### src/rtl/div_clk_monitor_pkg.sv
// Shared types and helpers for the divided-clock monitor (package div_mon_pkg).
package div_mon_pkg;

  typedef enum logic [1:0] {
    IDLE   = 2'd0,
    ACQ    = 2'd1,
    MEAS   = 2'd2,
    LOCKED = 2'd3
  } mon_state_t;

  // Increment that sticks at the all-ones value of a width-bit counter.
  function automatic logic [31:0] div_mon_sat_inc(input logic [31:0] value,
                                                  input int unsigned width);
    logic [31:0] max_v;
    max_v = (width >= 32) ? 32'hFFFF_FFFF : ((32'd1 << width) - 32'd1);
    return (value >= max_v) ? value : value + 32'd1;
  endfunction

endpackage

### src/rtl/div_clk_monitor_if.sv
// Status/stimulus bundle between a divider-monitor client and div_clk_monitor.
interface div_clk_monitor_if #(
  parameter int CNT_W = 8
);
  logic             div_in;
  logic             enable;
  logic             clr_err;
  logic             locked;
  logic [CNT_W-1:0] period;
  logic [CNT_W-1:0] high_time;
  logic             period_valid;
  logic             err_period;
  logic             err_stuck;

  modport master (
    output div_in, enable, clr_err,
    input  locked, period, high_time, period_valid, err_period, err_stuck
  );

  modport slave (
    input  div_in, enable, clr_err,
    output locked, period, high_time, period_valid, err_period, err_stuck
  );
endinterface

### src/rtl/div_clk_monitor_edge_sync.sv
// Sampler and rising-edge detector for a divider output (module div_edge_sync).
// DIV_MON_SYNC_EN adds a 2-flop synchronizer ahead of the sample register.
module div_edge_sync (
  input  logic clk,
  input  logic reset,
  input  logic din,
  output logic samp,
  output logic rise
);
  logic src;
  logic prev;

`ifdef DIV_MON_SYNC_EN
  logic [1:0] sync;

  always_ff @(posedge clk) begin
    if (!reset) sync <= '0;
    else        sync <= {sync[0], din};
  end

  assign src = sync[1];
`else
  assign src = din;
`endif

  always_ff @(posedge clk) begin
    if (!reset) begin
      samp <= 1'b0;
      prev <= 1'b0;
    end else begin
      samp <= src;
      prev <= samp;
    end
  end

  assign rise = samp & ~prev;

endmodule

### src/rtl/div_clk_monitor.sv
// Period / high-time checker for a divide-by-N clock with lock and sticky errors.
// Build option: DIV_MON_SYNC_EN (synchronize div_in before edge detection).
module div_clk_monitor
  import div_mon_pkg::*;
#(
  parameter int DIV    = 9,
  parameter int HIGH   = 4,
  parameter int TOL    = 0,
  parameter int LOCK_N = 4,
  parameter int CNT_W  = 8
) (
  input logic              clk,
  input logic              reset,
  div_clk_monitor_if.slave mon
);
  localparam int                GOOD_W   = $clog2(LOCK_N + 1);
  localparam logic [CNT_W-1:0]  TIMEOUT  = CNT_W'(2 * DIV);
  localparam logic [GOOD_W-1:0] LOCK_CNT = GOOD_W'(LOCK_N);

  function automatic logic in_tol(input logic [CNT_W-1:0] meas, input int target);
    int diff;
    diff = int'(meas) - target;
    return (diff <= TOL) && (diff >= -TOL);
  endfunction

  function automatic logic [CNT_W-1:0] sat_inc(input logic [CNT_W-1:0] v);
    return CNT_W'(div_mon_sat_inc(32'(v), CNT_W));
  endfunction

  logic samp;
  logic rise;

  div_edge_sync u_edge (
    .clk   (clk),
    .reset (reset),
    .din   (mon.div_in),
    .samp  (samp),
    .rise  (rise)
  );

  mon_state_t        state, state_nxt;
  logic [CNT_W-1:0]  per_cnt, per_nxt;
  logic [CNT_W-1:0]  hi_cnt, hi_nxt;
  logic [GOOD_W-1:0] good_cnt, good_nxt, good_inc;
  logic [CNT_W-1:0]  period_q, period_nxt;
  logic [CNT_W-1:0]  high_q, high_nxt;
  logic              pv_q, pv_nxt;
  logic              errp_q, errs_q, locked_q;
  logic              new_per, new_stuck, good;

  assign good_inc = good_cnt + 1'b1;
  assign good     = in_tol(per_cnt, DIV) && in_tol(hi_cnt, HIGH);

  always_comb begin
    state_nxt  = state;
    per_nxt    = per_cnt;
    hi_nxt     = hi_cnt;
    good_nxt   = good_cnt;
    period_nxt = period_q;
    high_nxt   = high_q;
    pv_nxt     = 1'b0;
    new_per    = 1'b0;
    new_stuck  = 1'b0;

    if (!mon.enable) begin
      state_nxt = IDLE;
      per_nxt   = '0;
      hi_nxt    = '0;
      good_nxt  = '0;
    end else if (state == IDLE) begin
      state_nxt = ACQ;
    end else begin
      per_nxt = sat_inc(per_cnt);
      hi_nxt  = samp ? sat_inc(hi_cnt) : hi_cnt;
      if (rise) begin
        // Edge cycle counts as the first cycle (and first high sample) of the next period.
        per_nxt = CNT_W'(1);
        hi_nxt  = CNT_W'(1);
        if (state == ACQ) begin
          state_nxt = MEAS;
        end else begin
          pv_nxt     = 1'b1;
          period_nxt = per_cnt;
          high_nxt   = hi_cnt;
          if (!good) begin
            new_per   = 1'b1;
            good_nxt  = '0;
            state_nxt = MEAS;
          end else if (state == MEAS) begin
            good_nxt = good_inc;
            if (good_inc >= LOCK_CNT) state_nxt = LOCKED;
          end
        end
      end else if (per_cnt == TIMEOUT) begin
        new_stuck = 1'b1;
        per_nxt   = '0;
        good_nxt  = '0;
        state_nxt = ACQ;
      end
    end
  end

  always_ff @(posedge clk) begin
    if (!reset) begin
      state    <= IDLE;
      per_cnt  <= '0;
      hi_cnt   <= '0;
      good_cnt <= '0;
      period_q <= '0;
      high_q   <= '0;
      pv_q     <= 1'b0;
      errp_q   <= 1'b0;
      errs_q   <= 1'b0;
      locked_q <= 1'b0;
    end else begin
      state    <= state_nxt;
      per_cnt  <= per_nxt;
      hi_cnt   <= hi_nxt;
      good_cnt <= good_nxt;
      period_q <= period_nxt;
      high_q   <= high_nxt;
      pv_q     <= pv_nxt;
      // A fresh error beats a simultaneous clear.
      errp_q   <= new_per   | (errp_q & ~mon.clr_err);
      errs_q   <= new_stuck | (errs_q & ~mon.clr_err);
      locked_q <= (state_nxt == LOCKED);
    end
  end

  assign mon.locked       = locked_q;
  assign mon.period       = period_q;
  assign mon.high_time    = high_q;
  assign mon.period_valid = pv_q;
  assign mon.err_period   = errp_q;
  assign mon.err_stuck    = errs_q;

endmodule

### src/flat_wrapper.sv
// flat-port wrapper written by rule: the top's interface ports become plain ports
module div_clk_monitor_flat import div_mon_pkg::*;
#(
  parameter int DIV    = 9,
  parameter int HIGH   = 4,
  parameter int TOL    = 0,
  parameter int LOCK_N = 4,
  parameter int CNT_W  = 8
)
  (clk, reset, mon_div_in, mon_enable, mon_clr_err, mon_locked, mon_period, mon_high_time, mon_period_valid, mon_err_period, mon_err_stuck);
  div_clk_monitor_if #(.CNT_W(CNT_W)) mon_i ();
  input logic clk;
  input logic reset;
  input wire logic [$bits(mon_i.div_in)-1:0] mon_div_in;
  input wire logic [$bits(mon_i.enable)-1:0] mon_enable;
  input wire logic [$bits(mon_i.clr_err)-1:0] mon_clr_err;
  output wire logic [$bits(mon_i.locked)-1:0] mon_locked;
  output wire logic [$bits(mon_i.period)-1:0] mon_period;
  output wire logic [$bits(mon_i.high_time)-1:0] mon_high_time;
  output wire logic [$bits(mon_i.period_valid)-1:0] mon_period_valid;
  output wire logic [$bits(mon_i.err_period)-1:0] mon_err_period;
  output wire logic [$bits(mon_i.err_stuck)-1:0] mon_err_stuck;
  assign mon_i.div_in = mon_div_in;
  assign mon_i.enable = mon_enable;
  assign mon_i.clr_err = mon_clr_err;
  assign mon_locked = mon_i.locked;
  assign mon_period = mon_i.period;
  assign mon_high_time = mon_i.high_time;
  assign mon_period_valid = mon_i.period_valid;
  assign mon_err_period = mon_i.err_period;
  assign mon_err_stuck = mon_i.err_stuck;
  div_clk_monitor #(.DIV(DIV), .HIGH(HIGH), .TOL(TOL), .LOCK_N(LOCK_N), .CNT_W(CNT_W)) u_core (.clk(clk), .reset(reset), .mon(mon_i));
endmodule
### config.mk
export PLATFORM = sky130hd
export DESIGN_NAME = div_clk_monitor_flat
export DESIGN_NICKNAME = d
export VERILOG_FILES = /design/src/rtl/div_clk_monitor_pkg.sv /design/src/rtl/div_clk_monitor_if.sv /design/src/rtl/div_clk_monitor_edge_sync.sv /design/src/rtl/div_clk_monitor.sv /design/src/flat_wrapper.sv
export SDC_FILE = /design/constraint.sdc
export NUM_CORES = 1
export LEC_CHECK = 0
export ABC_AREA = 1
export ABC_CLOCK_PERIOD_IN_PS = 5000
export CAP_MARGIN = 20
export CELL_PAD_IN_SITES_DETAIL_PLACEMENT = 2
export CELL_PAD_IN_SITES_GLOBAL_PLACEMENT = 2
export CORE_ASPECT_RATIO = 1.25
export CORE_UTILIZATION = 33
export DETAILED_ROUTE_END_ITERATION = 8
export PLACE_DENSITY_LB_ADDON = 0.25
export SLEW_MARGIN = 25
export SYNTH_ARGS = -nofsm -noshare
export SYNTH_HDL_FRONTEND = slang
export SYNTH_SLANG_ARGS = --single-unit
### constraint.sdc
create_clock -name clk -period 5 [get_ports clk]
set_input_delay 1 -clock clk [delete_from_list [all_inputs] [get_ports clk]]
set_output_delay 1 -clock clk [all_outputs]
set_load 0.05 [all_outputs]
==> insert_results.sql, run 1 <==
INSERT INTO impl_metrics (metric_group, metric, value, unit) VALUES
('status', 'status', 'completed', ''),
('global_route', 'grt_antenna_before_repair', '0', ''),
('final_layout', 'sequential_cell_area', '861', 'sq um'),
('global_route', 'globalRouteTotalUtil', '20.9', '%'),
('worst_setup_path', 'cp_data_arrival_time', '2.97', 'ns'),
('worst_setup_path', 'worst_ep_required_time', '5.23', 'ns'),
('synthesis', 'synth-simple-area-share', '27.3', '%'),
('placed_design', 'placement.io_buffers', '24', ''),
('sta', 'report.final.hold_viol_count', '0', ''),
('sta', 'worst-slew-pin-transition', '0.756', 'ns'),
('placed_design', 'gp_congestion', '0.783', ''),
('power_and_ir_drop', 'power.static_leakage', '0.979', 'nW'),
('power_and_ir_drop', 'switching_power', '0.147', 'mW'),
('final_layout', 'area_added_between_synthesis_and_finish', '19.0', '%'),
('sta', 'drv_slew', '0', ''),
('cts', 'tritoncts_num_sinks', '43', ''),
('floorplan', 'initial_core_utilization', '34.9', '%'),
('cts', 'tritoncts_clock_tree', 'built', ''),
('floorplan', 'die_width', '72.6', 'um'),
('synthesis', 'compound_gate_fraction_of_synth_area', '15.8', '%'),
('power_and_ir_drop', 'comb_power_share', '5.6', '%'),
('cts', 'cts_post_setup_buffers_inserted', '0', ''),
('global_route', 'grt_first_pass_wirelength', '10600', 'um'),
('floorplan', 'die_area', '6550', 'sq um'),
('worst_setup_path', 'worstSetupStartpointType', 'primary input', ''),
('routing', 'drtPass1Iterations', '4', ''),
('worst_hold_path', 'hp-class', 'register to register', ''),
('routing', 'final_antenna_violating_net_count', '0', ''),
('cts', 'cts_repair_resize_count', '0', ''),
('sta', 'slew_headroom', '49.4', '%'),
('cts', 'cts.path.max_buffers', '2', ''),
('synthesis', 'mappedNetlistArea', '2060', 'sq um'),
('synthesis', 'synth_cell_type_count', '33', ''),
('synthesis', 'synth_xor_area_share', '0.852', '%'),
('routing', 'dr.first_iter.drc_count', '53', ''),
('global_route', 'first_global_vias', '2140', ''),
('final_layout', 'multi_input_area', '991', 'sq um'),
('synthesis', 'postSynthAreaPerCell', '7.12', 'sq um'),
('cts', 'cts_clk_pin_slew_worst_paths', '0.08', 'ns'),
('power_and_ir_drop', 'clockPowerShare', '39.0', '%'),
('worst_setup_path', 'worstSetupPathType', 'primary input to register', ''),
('synthesis', 'synth_top_family_by_area', 'simple AND/OR/NAND/NOR gates', ''),
('cts', 'cts-root-buf', 'clkbuf_8', ''),
('final_layout', 'post_route_cells_drive_above_1_share', '5.11', '%'),
('power_and_ir_drop', 'internal_power', '0.481', 'mW'),
('synthesis', 'synthesis.nets', '301', ''),
('final_layout', 'antenna_cells_inserted', '0', ''),
('sta', 'fin_hold_ws', '0.441', 'ns'),
('final_layout', 'layoutNonFillerInstCount', '395', ''),
('power_and_ir_drop', 'power.ir.vdd_worst', '0.0948', 'mV'),
('sta', 'shortest_period_the_worst_path_allows', '2.74', 'ns'),
('cts', 'clock_latency', '0.30', 'ns'),
('floorplan', 'core-area', '5900', 'sq um'),
('global_route', 'largest_net_degree_at_the_start_of_global_routing', '31', ''),
('synthesis', 'yosysSeqAreaShare', '41.8', '%'),
('synthesis', 'yosys_warn_count', '0', ''),
('job', 'drv_cap', '0', ''),
('floorplan', 'die_y', '90.3', 'um'),
('sta', 'setup_repair_after_global_routing_missed_its_margin', 'no', ''),
('placed_design', 'place.detailed.hpwl', '4750', 'um'),
('routing', 'vias', '1950', ''),
('placed_design', 'place_inst', '387', ''),
('global_route', 'grt_overflow_total', '0', ''),
('final_layout', 'layout.filler_cells', '718', ''),
('cts', 'tritoncts.num_buffers', '5', ''),
('synthesis', 'yosys.area_share.adder', '4.26', '%'),
('power_and_ir_drop', 'power_density_relative_to_cell_area', '257', 'nW/um^2'),
('cts', 'cts_hold_buf', '0', ''),
('worst_setup_path', 'endpoint_kind', 'register', ''),
('power_and_ir_drop', 'power.sequential.fraction', '55.3', '%'),
('synthesis', 'ys_seq_elements', '43', '');
metal layers:
layer / global-route usage [%] / routed length (um) / vias to the layer above
li1: - / - / 983
met3: 3.46 / 89 / 12
met5: 0 / 0 / -
met1: 25.2 / 2650 / 938
met4: 7.19 / 143 / 0
met2: 36.8 / 3290 / 17
sequential cells by signal, summed over array words and instances (netlist names):
register / flops
u_core.state: 2
u_core.mon.high_time: 8
u_core.u_edge.prev: 1
u_core.mon.period: 8
u_core.hi_cnt: 8
u_core.mon.locked: 1
u_core.u_edge.samp: 1
u_core.mon.err_period: 1
u_core.mon.err_stuck: 1
u_core.mon.period_valid: 1
u_core.good_cnt: 3
u_core.per_cnt: 8
stage by stage:
| stage | worst slack, ns | total power, mW | area, sq um | utilization, % |
|---|---|---|---|---|
| after CTS | 2.28 | 0.639 | 2450 | 41.5 |
| after detailed placement | 1.94 | 0.391 | 2350 | 39.8 |
| final | 2.26 | 0.628 | 2450 | 41.5 |
| after floorplan | 3.35 | 0.380 | 2060 | - |
| after global placement | 2.05 | 0.390 | 2350 | 39.8 |
| after global routing | 2.04 | 0.658 | 2450 | 41.5 |
synthesized netlist by cell type (all sizes together):
cell type | number | area [sq um]
inv | 38 | 148
a21oi | 26 | 130
or3 | 1 | 11.3
ha | 7 | 87.6
buf | 5 | 40.0
a211oi | 2 | 15.0
a32o | 1 | 10.0
or2 | 1 | 6.26
o21ai | 29 | 149
o21a | 1 | 7.51
nor2 | 46 | 183
xnor2 | 1 | 8.76
nand4 | 8 | 50.1
dfxtp | 43 | 861
xor2 | 1 | 8.76
a31oi | 1 | 6.26
nand2 | 51 | 201
o22ai | 1 | 6.26
clkinv | 1 | 5.00
clkbuf | 3 | 12.5
nor3 | 7 | 35.0
nand3 | 15 | 75.1
worst max-delay path, cell delays in order:
cell and delay, ns:
clkdlybuf4s50_1 0.96, nand2_1 0.36, inv_1 0.26, o21ai_2 0.13, inv_1 0.07, o21ai_0 0.07
a21oi_1 0.12
final timing paths:
kind,from,to,slack (ns),depth (start not counted)
setup / recovery,reset,u_core.hi_cnt[5],2.26,7
hold / removal,u_core.u_edge.samp,u_core.u_edge.prev,0.44,2
setup reg to reg,u_core.u_edge.samp,u_core.mon.period[4],3.08,7
hold reg to reg,u_core.u_edge.samp,u_core.u_edge.prev,0.44,2
power groups by stage:
stage	clock (mW)	sequential [mW]	combinational [mW]
detailed placement	0	0.356	0.0355
global route	0.270	0.348	0.0397
global placement	0	0.356	0.0344
floorplan	0	0.356	0.0239
CTS	0.255	0.348	0.0359
finish	0.245	0.348	0.0353
area by class of cell:
cell class                 count  share of cell area [%]
inverter                      39                    6.24
tap                           82                    4.19
sequential                    43                    35.2
timing repair buffer          24                    9.82
clock buffer                   8                    4.09
multi-input combinational    199                    40.5
kinds of logic (layout without fill, tap and decap cells):
logic type / count (synthesis) / after routing
AO/OA/AOI/OAI: 61 / 61
XOR/XNOR: 2 / 2
adder cells (fa/ha/maj): 7 / 7
buffers and inverters: 47 / 71
flip-flops: 43 / 43
AND/OR/NAND/NOR: 129 / 129
placed cells by master, fill, tap and decap left out, types with 2 or more instances in the layout:
cell type	instances
nor3_1	7
o21ai_0	25
ha_1	7
nand4_1	8
clkbuf_8	7
inv_1	36
nor2_1	44
o21ai_1	3
a211oi_1	2
a21oi_1	26
nand3_1	15
dfxtp_1	43
clkdlybuf4s50_1	24
nand2_1	49
(Power assumes the default switching activity.)
==> run 2, diff against run 1 <==
--- a/config.mk
+++ b/config.mk
@@ -6,12 +6,12 @@
 export NUM_CORES = 1
 export LEC_CHECK = 0
 export ABC_AREA = 1
-export ABC_CLOCK_PERIOD_IN_PS = 5000
+export ABC_CLOCK_PERIOD_IN_PS = 2300
 export CAP_MARGIN = 20
 export CELL_PAD_IN_SITES_DETAIL_PLACEMENT = 2
 export CELL_PAD_IN_SITES_GLOBAL_PLACEMENT = 2
 export CORE_ASPECT_RATIO = 1.25
-export CORE_UTILIZATION = 33
+export CORE_UTILIZATION = 28
 export DETAILED_ROUTE_END_ITERATION = 8
 export PLACE_DENSITY_LB_ADDON = 0.25
 export SLEW_MARGIN = 25
==> constraint.sdc (replaced) <==
create_clock -name clk -period 2.3 [get_ports clk]
set_input_delay 0.46 -clock clk [delete_from_list [all_inputs] [get_ports clk]]
set_output_delay 0.46 -clock clk [all_outputs]
set_load 0.05 [all_outputs]
==> run 2 against run 1 <==
Combinational power up 120%. Sequential share of layout area about the same. Sequential power up 120%. Cell area down 0.10%. Die area up 17%. Setup slack worse by 1.9 ns. Clock power up 84%. Via count up 0.77%. Critical path type is now register to output port. Critical endpoint is now mon_period[4]. Largest cell class unchanged.
==> insert_results.sql, run 2 (same netlist as run 1, synthesis figures left out) <==
INSERT INTO impl_metrics (metric_group, metric, value, unit) VALUES
('status', 'status', 'completed', ''),
('cts', 'tritoncts_num_sinks', '43', ''),
('placed_design', 'placement.io_buffers', '24', ''),
('global_route', 'grt_antenna_before_repair', '0', ''),
('cts', 'tritoncts_clock_tree', 'built', ''),
('final_layout', 'post_route_cells_drive_above_1_share', '5.11', '%'),
('final_layout', 'layoutNonFillerInstCount', '403', ''),
('placed_design', 'placed_area', '2370', 'sq um'),
('power_and_ir_drop', 'power.static_leakage', '0.974', 'nW'),
('floorplan', 'fp-row-count', '34', ''),
('power_and_ir_drop', 'totalPowerFinal', '1.29', 'mW'),
('global_route', 'first_global_vias', '2152', ''),
('sta', 'final.setup.worst_slack', '0.397', 'ns'),
('floorplan', 'die_area', '7700', 'sq um'),
('power_and_ir_drop', 'power.ir.vdd_worst', '0.179', 'mV'),
('cts', 'cts.path.max_buffers', '2', ''),
('power_and_ir_drop', 'comb_power_share', '6.1', '%'),
('worst_setup_path', 'cp_data_arrival_time', '1.44', 'ns'),
('sta', 'max_freq', '526', 'MHz'),
('power_and_ir_drop', 'swShare', '24.0', '%'),
('final_layout', 'postLayoutCellArea', '2440', 'sq um'),
('power_and_ir_drop', 'power_density_relative_to_cell_area', '526', 'nW/um^2'),
('cts', 'cts_post_setup_buffers_inserted', '0', ''),
('sta', 'totalNegativeSetupSlack', '0', 'ns'),
('cts', 'tritoncts.num_buffers', '5', ''),
('worst_setup_path', 'worstPathMaxFanout', '2', ''),
('global_route', 'largest_net_degree_at_the_start_of_global_routing', '31', ''),
('final_layout', 'most-common-layout-cells', '49 x nand2_1, 44 x nor2_1, 43 x dfxtp_1', ''),
('routing', 'vias', '1965', ''),
('final_layout', 'final_common_cell', 'nand2_1', ''),
('sta', 'timing.clock.skew', '0.00468', 'ns'),
('power_and_ir_drop', 'internal_power', '0.977', 'mW'),
('worst_setup_path', 'worstSetupStartpointType', 'register', ''),
('routing', 'wl', '6070', 'um'),
('sta', 'count_of_endpoints_failing_setup_in_the_final_report', '0', ''),
('routing', 'avgViaCountPerCell', '4.88', ''),
('worst_setup_path', 'worst-r2r-setup-slack', '0.41', 'ns'),
('power_and_ir_drop', 'clockPowerShare', '35.1', '%'),
('cts', 'cts_clk_pin_slew_worst_paths', '0.08', 'ns'),
('worst_setup_path', 'worstSetupPathType', 'register to output port', ''),
('worst_setup_path', 'critical-path-slowest-cell', 'clkdlybuf4s50_1', ''),
('floorplan', 'die_width', '78.7', 'um'),
('floorplan', 'die_y', '97.8', 'um'),
('routing', 'dr.first_iter.drc_count', '111', ''),
('floorplan', 'core-area', '7020', 'sq um'),
('final_layout', 'design.final.nets', '326', ''),
('global_route', 'grt_overflow_total', '0', ''),
('cts', 'cts_hold_buf', '0', ''),
('sta', 'report.final.hold_viol_count', '0', ''),
('sta', 'slew_headroom', '66.8', '%'),
('cts', 'cts-root-buf', 'clkbuf_8', ''),
('cts', 'clock_latency', '0.29', 'ns'),
('cts', 'cts-htree-levels', '2', ''),
('worst_hold_path', 'hp-class', 'register to register', ''),
('power_and_ir_drop', 'switching_power', '0.308', 'mW'),
('floorplan', 'initial_core_utilization', '29.3', '%'),
('job', 'drv_cap', '0', ''),
('worst_setup_path', 'cp_top_delay_family', 'buffers and inverters', ''),
('worst_setup_path', 'worst_ep_required_time', '1.84', 'ns'),
('floorplan', 'boundaryPins', '25', ''),
('power_and_ir_drop', 'power.sequential.fraction', '58.8', '%'),
('sta', 'fin_hold_ws', '0.432', 'ns'),
('routing', 'drt_drc_violations_left', '0', ''),
('worst_setup_path', 'critical_path_cell_list', 'clkdlybuf4s50_1', ''),
('placed_design', 'gp_congestion', '0.796', ''),
('global_route', 'grt_first_pass_wirelength', '10500', 'um'),
('sta', 'fin_crit_sh', '82.7', '%'),
('placed_design', 'place_ws', '0.330', 'ns'),
('routing', 'drtPass1Iterations', '4', ''),
('global_route', 'globalRouteTotalUtil', '17.4', '%'),
('worst_setup_path', 'endpoint_kind', 'output port', ''),
('sta', 'drv_slew', '0', ''),
('sta', 'shortest_period_the_worst_path_allows', '1.90', 'ns'),
('final_layout', 'area_added_between_synthesis_and_finish', '18.9', '%'),
('cts', 'cts_repair_resize_count', '0', ''),
('worst_setup_path', 'maximum_cell_stage_delay_along_the_critical_path', '0.80', 'ns'),
('final_layout', 'postLayoutCoreUtil', '34.8', '%'),
('placed_design', 'place.detailed.hpwl', '4670', 'um'),
('worst_setup_path', 'path_buf_inv', '1', ''),
('routing', 'final_antenna_violating_net_count', '0', ''),
('final_layout', 'antenna_cells_inserted', '0', ''),
('placed_design', 'place_inst', '397', ''),
('routing', 'route.detailed.wl_per_inst', '15.1', 'um'),
('sta', 'setup_repair_after_global_routing_missed_its_margin', 'no', ''),
('sta', 'worst-slew-pin-transition', '0.497', 'ns');
==> run 2: cell count changes in the layout (fill, tap and decap cells not counted) <==
| cell | previous run | this run |
|---|---|---|
| buf_4 | 0 | 2 |
| clkbuf_8 | 7 | 5 |
==> run 2: path summary, 6_finish.rpt <==
check                                           from                 end  cells past startpoint
worst max-delay path            u_core.mon.period[4]       mon_period[4]                      1
worst min-delay path              u_core.u_edge.samp  u_core.u_edge.prev                      2
worst max register to register     u_core.per_cnt[0]  u_core.good_cnt[0]                     11
worst min register to register    u_core.u_edge.samp  u_core.u_edge.prev                      2
==> run 2: final cells by class <==
cell class | count | area (sq um)
inverter | 39 | 153
multi-input combinational | 199 | 991
sequential | 43 | 861
fill | 842 | 4570
clock buffer | 6 | 72.6
tap | 90 | 113
timing repair buffer | 26 | 255
==> run 2: worst register-to-register path: stages (launching register included) <==
cell,delay (ns)
dfxtp_1,0.50
inv_1,0.13
ha_1,0.23
nand2_1,0.11
nand3_1,0.11
nor2_1,0.13
nand3_1,0.09
nor2_1,0.19
nand3_1,0.11
nand2_1,0.09
nand2_1,0.07
nor2_1,0.09
==> run 2: metal layers <==
metal / up-vias / wire [um] / track usage [%]
met5: - / 0 / 0
met4: 0 / 74 / 5.13
met3: 7 / 95 / 3.08
met2: 13 / 3240 / 32.3
met1: 959 / 2660 / 19.8
li1: 986 / - / -
==> run 2: power groups by stage <==
stage	sequential (mW)	combinational, mW	clock [mW]
after floorplan	0.773	0.0518	0
after global placement	0.773	0.0772	0
after detailed placement	0.773	0.0800	0
after CTS	0.756	0.0803	0.470
after global routing	0.757	0.0889	0.503
final	0.756	0.0782	0.452
